<file path="src/rtl/ikaopll_bus_sequencer.sv">
// Host-side write scheduler for the IKAOPLL core: queues (address, data) writes and
// replays them on CS_n/WR_n/A0/D with strobe and recovery times counted in phiM ticks.
module ikaopll_bus_sequencer #(
    parameter int unsigned FIFO_DEPTH     = 4,
    parameter int unsigned WR_PULSE       = 2,
    parameter int unsigned ADDR_WAIT      = 12,
    parameter int unsigned DATA_WAIT      = 84,
    parameter int unsigned SKIP_SAME_ADDR = 0
) (
    input  logic                          i_EMUCLK,
    input  logic                          i_RST,
    input  logic                          i_phiM_PCEN_n,
    input  logic                          i_REQ_VALID,
    output logic                          o_REQ_READY,
    input  logic [7:0]                    i_REQ_ADDR,
    input  logic [7:0]                    i_REQ_DATA,
    output logic                          o_CS_n,
    output logic                          o_WR_n,
    output logic                          o_A0,
    output logic [7:0]                    o_D,
    output logic                          o_BUSY,
    output logic [$clog2(FIFO_DEPTH):0]   o_FIFO_LEVEL
);

    localparam int unsigned PW     = $clog2(FIFO_DEPTH);
    localparam int unsigned LW     = PW + 1;
    localparam int unsigned MAX_TW = (WR_PULSE > ADDR_WAIT)
                                   ? ((WR_PULSE > DATA_WAIT) ? WR_PULSE : DATA_WAIT)
                                   : ((ADDR_WAIT > DATA_WAIT) ? ADDR_WAIT : DATA_WAIT);
    localparam int unsigned CW     = $clog2(MAX_TW) + 1;

    typedef enum logic [2:0] {
        S_IDLE,
        S_ADDR_STB,
        S_ADDR_WAIT,
        S_DATA_STB,
        S_DATA_WAIT
    } state_t;

    logic [15:0]   mem_q [FIFO_DEPTH];
    logic [PW-1:0] wr_ptr_q, rd_ptr_q;
    logic [LW-1:0] level_q, level_d;
    logic          busy_q, busy_d;

    state_t        state_q;
    logic [CW-1:0] cnt_q;
    logic          cs_n_q, wr_n_q, a0_q;
    logic [7:0]    d_q;
    logic [7:0]    cur_addr_q, cur_data_q;
    logic [7:0]    last_addr_q;
    logic          last_valid_q;

    logic          push, pop, tick, cnt_done, skip_hit, fsm_to_idle;
    logic [7:0]    head_addr, head_data;

    assign o_REQ_READY = (level_q < LW'(FIFO_DEPTH)) & ~i_RST;
    assign push        = i_REQ_VALID & o_REQ_READY;
    assign pop         = (state_q == S_IDLE) && (level_q != '0);
    assign tick        = ~i_phiM_PCEN_n;
    assign cnt_done    = tick && (cnt_q == CW'(1));
    assign head_addr   = mem_q[rd_ptr_q][15:8];
    assign head_data   = mem_q[rd_ptr_q][7:0];
    assign skip_hit    = (SKIP_SAME_ADDR != 0) && last_valid_q && (head_addr == last_addr_q);

    // The FSM stays in (or returns to) IDLE only when nothing is popped this edge.
    assign fsm_to_idle = (state_q == S_IDLE) ? (level_q == '0)
                                             : ((state_q == S_DATA_WAIT) && cnt_done);

    always_comb begin
        level_d = level_q;
        case ({push, pop})
            2'b10:   level_d = level_q + LW'(1);
            2'b01:   level_d = level_q - LW'(1);
            default: level_d = level_q;
        endcase
        busy_d = !fsm_to_idle || (level_d != '0);
    end

    always_ff @(posedge i_EMUCLK) begin
        if (push) begin
            mem_q[wr_ptr_q] <= {i_REQ_ADDR, i_REQ_DATA};
        end
    end

    always_ff @(posedge i_EMUCLK) begin
        if (i_RST) begin
            wr_ptr_q <= '0;
            rd_ptr_q <= '0;
            level_q  <= '0;
            busy_q   <= 1'b0;
        end else begin
            if (push) wr_ptr_q <= wr_ptr_q + PW'(1);
            if (pop)  rd_ptr_q <= rd_ptr_q + PW'(1);
            level_q <= level_d;
            busy_q  <= busy_d;
        end
    end

    always_ff @(posedge i_EMUCLK) begin
        if (i_RST) begin
            state_q      <= S_IDLE;
            cnt_q        <= '0;
            cs_n_q       <= 1'b1;
            wr_n_q       <= 1'b1;
            a0_q         <= 1'b0;
            d_q          <= 8'h00;
            cur_addr_q   <= 8'h00;
            cur_data_q   <= 8'h00;
            last_addr_q  <= 8'h00;
            last_valid_q <= 1'b0;
        end else begin
            case (state_q)
                S_IDLE: begin
                    if (pop) begin
                        cur_addr_q <= head_addr;
                        cur_data_q <= head_data;
                        cs_n_q     <= 1'b0;
                        wr_n_q     <= 1'b0;
                        cnt_q      <= CW'(WR_PULSE);
                        if (skip_hit) begin
                            state_q <= S_DATA_STB;
                            a0_q    <= 1'b1;
                            d_q     <= head_data;
                        end else begin
                            state_q <= S_ADDR_STB;
                            a0_q    <= 1'b0;
                            d_q     <= head_addr;
                        end
                    end
                end
                S_ADDR_STB: begin
                    if (cnt_done) begin
                        cs_n_q       <= 1'b1;
                        wr_n_q       <= 1'b1;
                        last_addr_q  <= cur_addr_q;
                        last_valid_q <= 1'b1;
                        cnt_q        <= CW'(ADDR_WAIT);
                        state_q      <= S_ADDR_WAIT;
                    end else if (tick) begin
                        cnt_q <= cnt_q - CW'(1);
                    end
                end
                S_ADDR_WAIT: begin
                    if (cnt_done) begin
                        a0_q    <= 1'b1;
                        d_q     <= cur_data_q;
                        cs_n_q  <= 1'b0;
                        wr_n_q  <= 1'b0;
                        cnt_q   <= CW'(WR_PULSE);
                        state_q <= S_DATA_STB;
                    end else if (tick) begin
                        cnt_q <= cnt_q - CW'(1);
                    end
                end
                S_DATA_STB: begin
                    if (cnt_done) begin
                        cs_n_q  <= 1'b1;
                        wr_n_q  <= 1'b1;
                        cnt_q   <= CW'(DATA_WAIT);
                        state_q <= S_DATA_WAIT;
                    end else if (tick) begin
                        cnt_q <= cnt_q - CW'(1);
                    end
                end
                S_DATA_WAIT: begin
                    if (cnt_done) begin
                        state_q <= S_IDLE;
                    end else if (tick) begin
                        cnt_q <= cnt_q - CW'(1);
                    end
                end
                default: state_q <= S_IDLE;
            endcase
        end
    end

    assign o_CS_n       = cs_n_q;
    assign o_WR_n       = wr_n_q;
    assign o_A0         = a0_q;
    assign o_D          = d_q;
    assign o_BUSY       = busy_q;
    assign o_FIFO_LEVEL = level_q;

endmodule

</file>
<file path="config.mk">
export PLATFORM = sky130hd
export DESIGN_NAME = ikaopll_bus_sequencer
export DESIGN_NICKNAME = d
export VERILOG_FILES = /design/src/rtl/ikaopll_bus_sequencer.sv
export SDC_FILE = /design/constraint.sdc
export NUM_CORES = 1
export LEC_CHECK = 0
export ABC_AREA = 1
export CORE_MARGIN = 1.5
export CORE_UTILIZATION = 62
export DETAILED_ROUTE_END_ITERATION = 6
export PLACE_DENSITY = 0.83
export SLEW_MARGIN = 10
export SYNTH_ARGS = -nofsm -noshare
export SYNTH_HDL_FRONTEND = slang
export SYNTH_SLANG_ARGS = --single-unit
export TNS_END_PERCENT = 10
</file>
<file path="constraint.sdc">
create_clock -name i_EMUCLK -period 5.7 [get_ports i_EMUCLK]
set_input_delay 0.57 -clock i_EMUCLK [delete_from_list [all_inputs] [get_ports i_EMUCLK]]
set_output_delay 0.57 -clock i_EMUCLK [all_outputs]
set_load 0.03 [all_outputs]
</file>
# ---- Yosys cells after proc, flatten, opt, wreduce, memory -nomap -nowiden
# Memories as Yosys holds them, arrays and structs flattened. A register that Yosys moved wholly into a read port is not among the register bits.
# Index checks and enable logic that the tools add are counted.
dict set report word_totals {
  word_cells 80
  input_bits 20
  ram_bits 64
  out_inout_bits 16
  memories 1
  reg_bits 37
}
dict set report op_classes {
  n_lt_le_gt_ge 1
  addsub 5
  n_mux 27
  reduce_logical 18
  eq_ne 14
  bitwise_logic 4
}
# memory words width read_ports rd_clocked_by_memory_dff wr line
set mem_list {}
lappend mem_list {mem_q 4 16 1 1 1 40} ;# logic [15:0] mem_q [FIFO_DEPTH];
# cell count
set op_table {}
lappend op_table {{2-to-1 mux 8 bit} 8}
lappend op_table {{case mux 8 bit (5 select lines)} 1}
lappend op_table {{case mux 8 bit (2 select lines)} 1}
lappend op_table {{2-to-1 mux 3 bit} 5}
lappend op_table {{case mux 3 bit (5 select lines)} 1}
lappend op_table {{!= test 2 bit (second input constant)} 6}
lappend op_table {{nonzero test 3 bit} 3}
lappend op_table {{== test 8 x 1 -> 1 bit (second input constant)} 1}
lappend op_table {{subtractor 8 x 1 -> 8 bit (second input constant)} 1}
lappend op_table {{== test 3 x 2 -> 1 bit (second input constant)} 2}
lappend op_table {{zero test 3 bit} 2}
lappend op_table {{2-to-1 mux 1 bit} 6}
lappend op_table {{case mux 3 bit (2 select lines)} 1}
lappend op_table {{AND reduction 3 bit} 2}
lappend op_table {{AND reduction 5 bit} 1}
lappend op_table {{nonzero test 5 bit} 1}
lappend op_table {{adder 2 x 1 -> 2 bit (second input constant)} 2}
lappend op_table {{2-to-1 mux 2 bit} 2}
lappend op_table {{AND reduction 4 bit} 1}
lappend op_table {{adder 3 x 1 -> 3 bit (second input constant)} 1}
lappend op_table {{== test 3 x 1 -> 1 bit (second input constant)} 1}
lappend op_table {{== test 3 bit (second input constant)} 1}
lappend op_table {{logical AND 1 bit} 3}
lappend op_table {{< comparator 3 bit (second input constant)} 1}
lappend op_table {{other kinds (13)} 15}

# ---- Longest topological paths before layout
dict set report logic_depth {
  depth_word 7
  mapped_depth 14
  depth_no_buf 13
}

# ---- Worst setup path before layout
# OpenSTA, ideal clock, no wires.
dict set report synth_path {
  kind {flip-flop to flip-flop}
  start {reg level_q[0] (netlist: o_FIFO_LEVEL[0])}
  end {reg busy_q (netlist: o_BUSY)}
  setup_slack_ns 3.237
  t_required_ns 5.566
  period_less_slack_ns 2.463
  n_path_buf 1
  arrival_ns 2.329
  setup_time_ns 0.134
  stages_incl_launch_ff 14
  cell_sequence {dfxtp_1 inv_1 nand3_1 nand2_2 inv_1 clkbuf_1 ha_1 inv_1 fa_1 a21oi_1 o21ai_0 xor2_1 nor2_1 a21oi_1}
}
dict set report synth_between {
  word_cells_on_any_way 15
  cone_classes {add/sub (2); order compare (1); eq/ne (2); mux (2); bitwise (2); reduce/logical (6)}
}
# item line
set synth_rtl {}
lappend synth_rtl {{start: declaration} 42} ;# logic [LW-1:0] level_q, level_d;
lappend synth_rtl {{start signal: assignment} 94} ;# level_q <= level_d;
lappend synth_rtl {{nonzero test 3 bit (*)} 58} ;# assign pop = (state_q == S_IDLE) && (level_q != '0);
lappend synth_rtl {{logical AND 1 bit (*)} 58}
lappend synth_rtl {{net pop} 53} ;# logic push, pop, tick, cnt_done, skip_hit, fsm_to_idle;
lappend synth_rtl {{== test 2 x 1 -> 1 bit / == test 2 bit (equally long branches)} 71} ;# case ({push, pop})
lappend synth_rtl {{case mux 3 bit (2 select lines) (*)} 71}
lappend synth_rtl {{nonzero test 3 bit (*)} 76} ;# busy_d = !fsm_to_idle || (level_d != '0);
lappend synth_rtl {{logical OR 1 bit (*)} 76}
lappend synth_rtl {{end signal: assignment} 95} ;# busy_q <= busy_d;
lappend synth_rtl {{end: declaration} 43} ;# logic busy_q, busy_d;
# Mark *: on every way through the listed nets, which the timed path passes. The rest lies on a longest branch.
# A chain may end at the register's enable or synchronous reset.

# ---- Final worst setup path
dict set report layout_path {
  start {reg state_q[2]}
  end {reg busy_q (netlist: o_BUSY)}
}
dict set report layout_between {
  elab_chain_cells 6
  word_cells_on_any_way 11
  cone_classes {eq/ne (3); mux (2); reduce/logical (6)}
}
# item line
set layout_rtl {}
lappend layout_rtl {{start: declaration} 45} ;# state_t state_q;
lappend layout_rtl {{start signal: assignment} 101} ;# state_q <= S_IDLE;
lappend layout_rtl {{start signal: assignment} 121} ;# state_q <= S_DATA_STB;
lappend layout_rtl {{start signal: assignment} 125} ;# state_q <= S_ADDR_STB;
lappend layout_rtl {{zero test 3 bit} {58, 66}}
lappend layout_rtl {{logical AND 1 bit} 58}
lappend layout_rtl {{== test 2 x 1 -> 1 bit / == test 2 bit (equally long branches)} 71}
lappend layout_rtl {{case mux 3 bit (2 select lines)} 71}
lappend layout_rtl {{nonzero test 3 bit} 76}
lappend layout_rtl {{logical OR 1 bit (*)} 76}
# Every way passes the cells marked *; elsewhere a longest branch is shown, timed or not.

==> results.yml <==
power_and_ir_drop:
  switching_share_pct: 43.6
  power_switching_mw: 1.17
  combPwrFrac_pct: 43.6
  ir_drop_uv: 223
  p_leak_nw: 1.90
  p_seq_share_pct: 40.3
  p_int_mw: 1.51
  clkPwrFrac_pct: 16.1
  power_density_nw_per_um2: 528
yosys:
  synth_cell_types: 37
  synth_nets: 489
  synth_common_cells: "nor2_1 (78), edfxtp_1 (64), nand2_1 (60)"
  synthTopCellsByArea: "edfxtp_1 (43%), dfxtp_1 (17%), nor2_1 (6.5%)"
  synth-main-ff-cell: "edfxtp_1"
  syn_area_per_cell_sq_um: 9.75
  ys_ff_latch: 103
  syn-cell-area_sq_um: 4500
  async_flop_share_pct: 0
  netlist.area_leader.share_pct: 42.7
  ys_warn_count: 0
  ys_seq_area_share_pct: 60.1
  yosysMostFrequentCell: "nor2_1"
  syn-instance-count: 461
  synth-edff-count: 64
  synth_top_area_cell: "edfxtp_1"
global_routing:
  grt.met3_usage_pct: 4.71
  overflow: 0
  grt_max_degree: 34
  antenna_found_initial: 0
  globalRouteTotalUtil_pct: 25.4
  grt_use_met2_pct: 42.3
  use_met1_pct: 33.8
  grt_pass1_wl_um: 14700
  grt_busiest_layer: "met2"
  grt_pass1_vias: 2981
timing:
  finalCritPeriodShare_pct: 51.8
  finalSetupViolCount: 0
  slew_violations: 0
  worstMarginPinSlew_ns: 1.10
  skew_ns: 0.00890
  tns_ns: 0
  period_needed_ns: 2.95
  maxSlewHeadroom_pct: 26.3
  rsz0062_at_grt: "no"
  finalHoldViolations: 0
  timing.fmax_mhz: 339
  fin_hold_ws_ns: 0.489
floorplan:
  rows: 30
  fp.dieArea_sq_um: 7770
  die_w_um: 88.2
  dieHeight_um: 88.2
  core_sq_um: 6910
  start_util_pct: 65.1
  io_pins: 36
finish:
  area_delta_synth_final_pct: 12.9
  drive_gt1_share_pct: 7.43
  nNetsFinal: 521
  diodes: 0
  fill_cells: 514
cts:
  cts-root-buf: "clkbuf_8"
  clk_latency_ns: 0.37
  cts_tree: "done"
  clock-sinks: 103
  cts_buffers: 9
  htreeDepth: 3
  post_cts_resized: 0
  cts_max_path_buffers: 2
  cts_setup_buffers: 0
  hold_buffers: 0
  clk_pin_slew_worst_paths_ns: 0.10
critical_path:
  slowest_delay_ns: 0.43
  end_kind: "register"
  start_kind: "register"
  worstPathCellList: "nor2_2 > nand2_1 > inv_1 > nand2_2 > inv_1 > ha_1 > inv_1 > fa_1 > a21oi_1 > o21ai_0 > xor2_1 > nor2_1 > a21oi_1"
  critPathSlowestCell: "nor2_2"
  crit_top_cell: "inv_1"
  required_ns: 5.95
  crit_type: "register to register"
  cp.arrival_ns: 3.20
  cp_max_fo: 21
routing:
  dr_total_vias: 3343
  via_per_inst: 5.63
  drc_errors: 0
  ant_nets: 0
  routed_wl_um: 9210
  wl_per_cell_um: 15.5
  drtPass1Iterations: 6
  drt_iter0_drc: 228
placement:
  place_congestion: 0.854
  port_buffers: 35
  place_hpwl_um: 6280
outcome:
  outcome: "finished clean"
job:
  drv_cap: 0
hold_path:
  hp-class: "register to register"
-- power groups by stage --
stage	clock network, mW	registers, mW	logic (mW)
floorplan	0	1.12	0.849
global placement	0	1.09	1.11
detailed placement	0	1.09	1.15
CTS	0.436	1.08	1.16
global route	0.459	1.10	1.30
finish	0.430	1.08	1.17
-- metal layers --
layer / up-vias / wire length, um
met5: - / 0
met4: 0 / 153
met3: 15 / 428
met2: 113 / 4480
met1: 1578 / 4150
li1: 1637 / -
-- path summary, 6_finish.rpt --
| path | start | end | slack [ns] | cells past startpoint |
|---|---|---|---|---|
| max | state_q[2]$_SDFFE_PP0P_ | o_BUSY$_SDFF_PP0_ | 2.75 | 13 |
| min | rd_ptr_q[1]$_SDFFE_PP0P_ | register | 0.49 | 2 |
| max reg2reg | state_q[2]$_SDFFE_PP0P_ | o_BUSY$_SDFF_PP0_ | 2.75 | 13 |
| min reg2reg | rd_ptr_q[1]$_SDFFE_PP0P_ | register | 0.49 | 2 |
-- critical path, delay by kind of cell, from the launching register on --
kind	cells	cell delay, ns
adder cells (fa/ha/maj)	2	0.62
buffers and inverters	3	0.58
AO/OA/AOI/OAI	3	0.32
XOR/XNOR	1	0.17
AND/OR/NAND/NOR	4	0.75
flip-flops	1	0.37
-- state kept, by name (all words and copies together), names as in the netlist, 2 cells and up, named ones only --
name,cells
cur_data_q,8
wr_ptr_q,2
rd_ptr_q,2
o_FIFO_LEVEL,3
mem_q,64
state_q,3
cnt_q,8
o_D,8
-- final cells by class --
cell class	count	area, sq um	area share [%]
clock buffers	9	124	2.44
clock inverters	7	65.1	1.28
inverters	40	153	3.01
multi-input cells	300	1530	30.2
flip-flops and latches	103	2700	53.2
well taps	96	120	2.37
repair buffers	39	380	7.49
-- placed cells by master (no fill, tap or decap), types with 2 or more instances in the layout --
cell / n
a21boi_0: 8
a21oi_1: 23
a31oi_1: 9
buf_4: 4
clkbuf_8: 9
clkdlybuf4s50_1: 35
dfxtp_1: 39
edfxtp_1: 64
ha_1: 7
inv_1: 37
inv_2: 2
inv_6: 3
nand2_1: 60
nand2_2: 4
nand2_4: 3
nand3_1: 23
nand3_4: 2
nand4_1: 4
nor2_1: 78
nor2_4: 2
o21ai_0: 57
o22ai_1: 8
xor2_1: 2
-- kinds of logic (layout without fill, tap and decap cells) --
group                    after synthesis  count (layout)  share of synthesized area [%]
AND/OR/NAND/NOR                      182             182                           18.2
AO/OA/AOI/OAI                        108             108                           13.1
flip-flops                           103             103                           60.1
buffers and inverters                 58              95                           5.82
adder cells (fa/ha/maj)                8               8                           2.39
XOR/XNOR                               2               2                          0.390
-- per-stage QoR --
stage               cell area [sq um]  setup WS, ns  power (mW)  cells  utilization, %
finish                           5080          2.75        2.68    594            73.5
global route                     5080          2.46        2.86    594            73.5
CTS                              5080          2.81        2.67    594            73.5
detailed placement               4890          2.68        2.24    578            70.8
global placement                 4890          2.74        2.20    578            70.8
floorplan                        4500          3.24        1.97    461               -
Power figures use the tool's default switching activity.
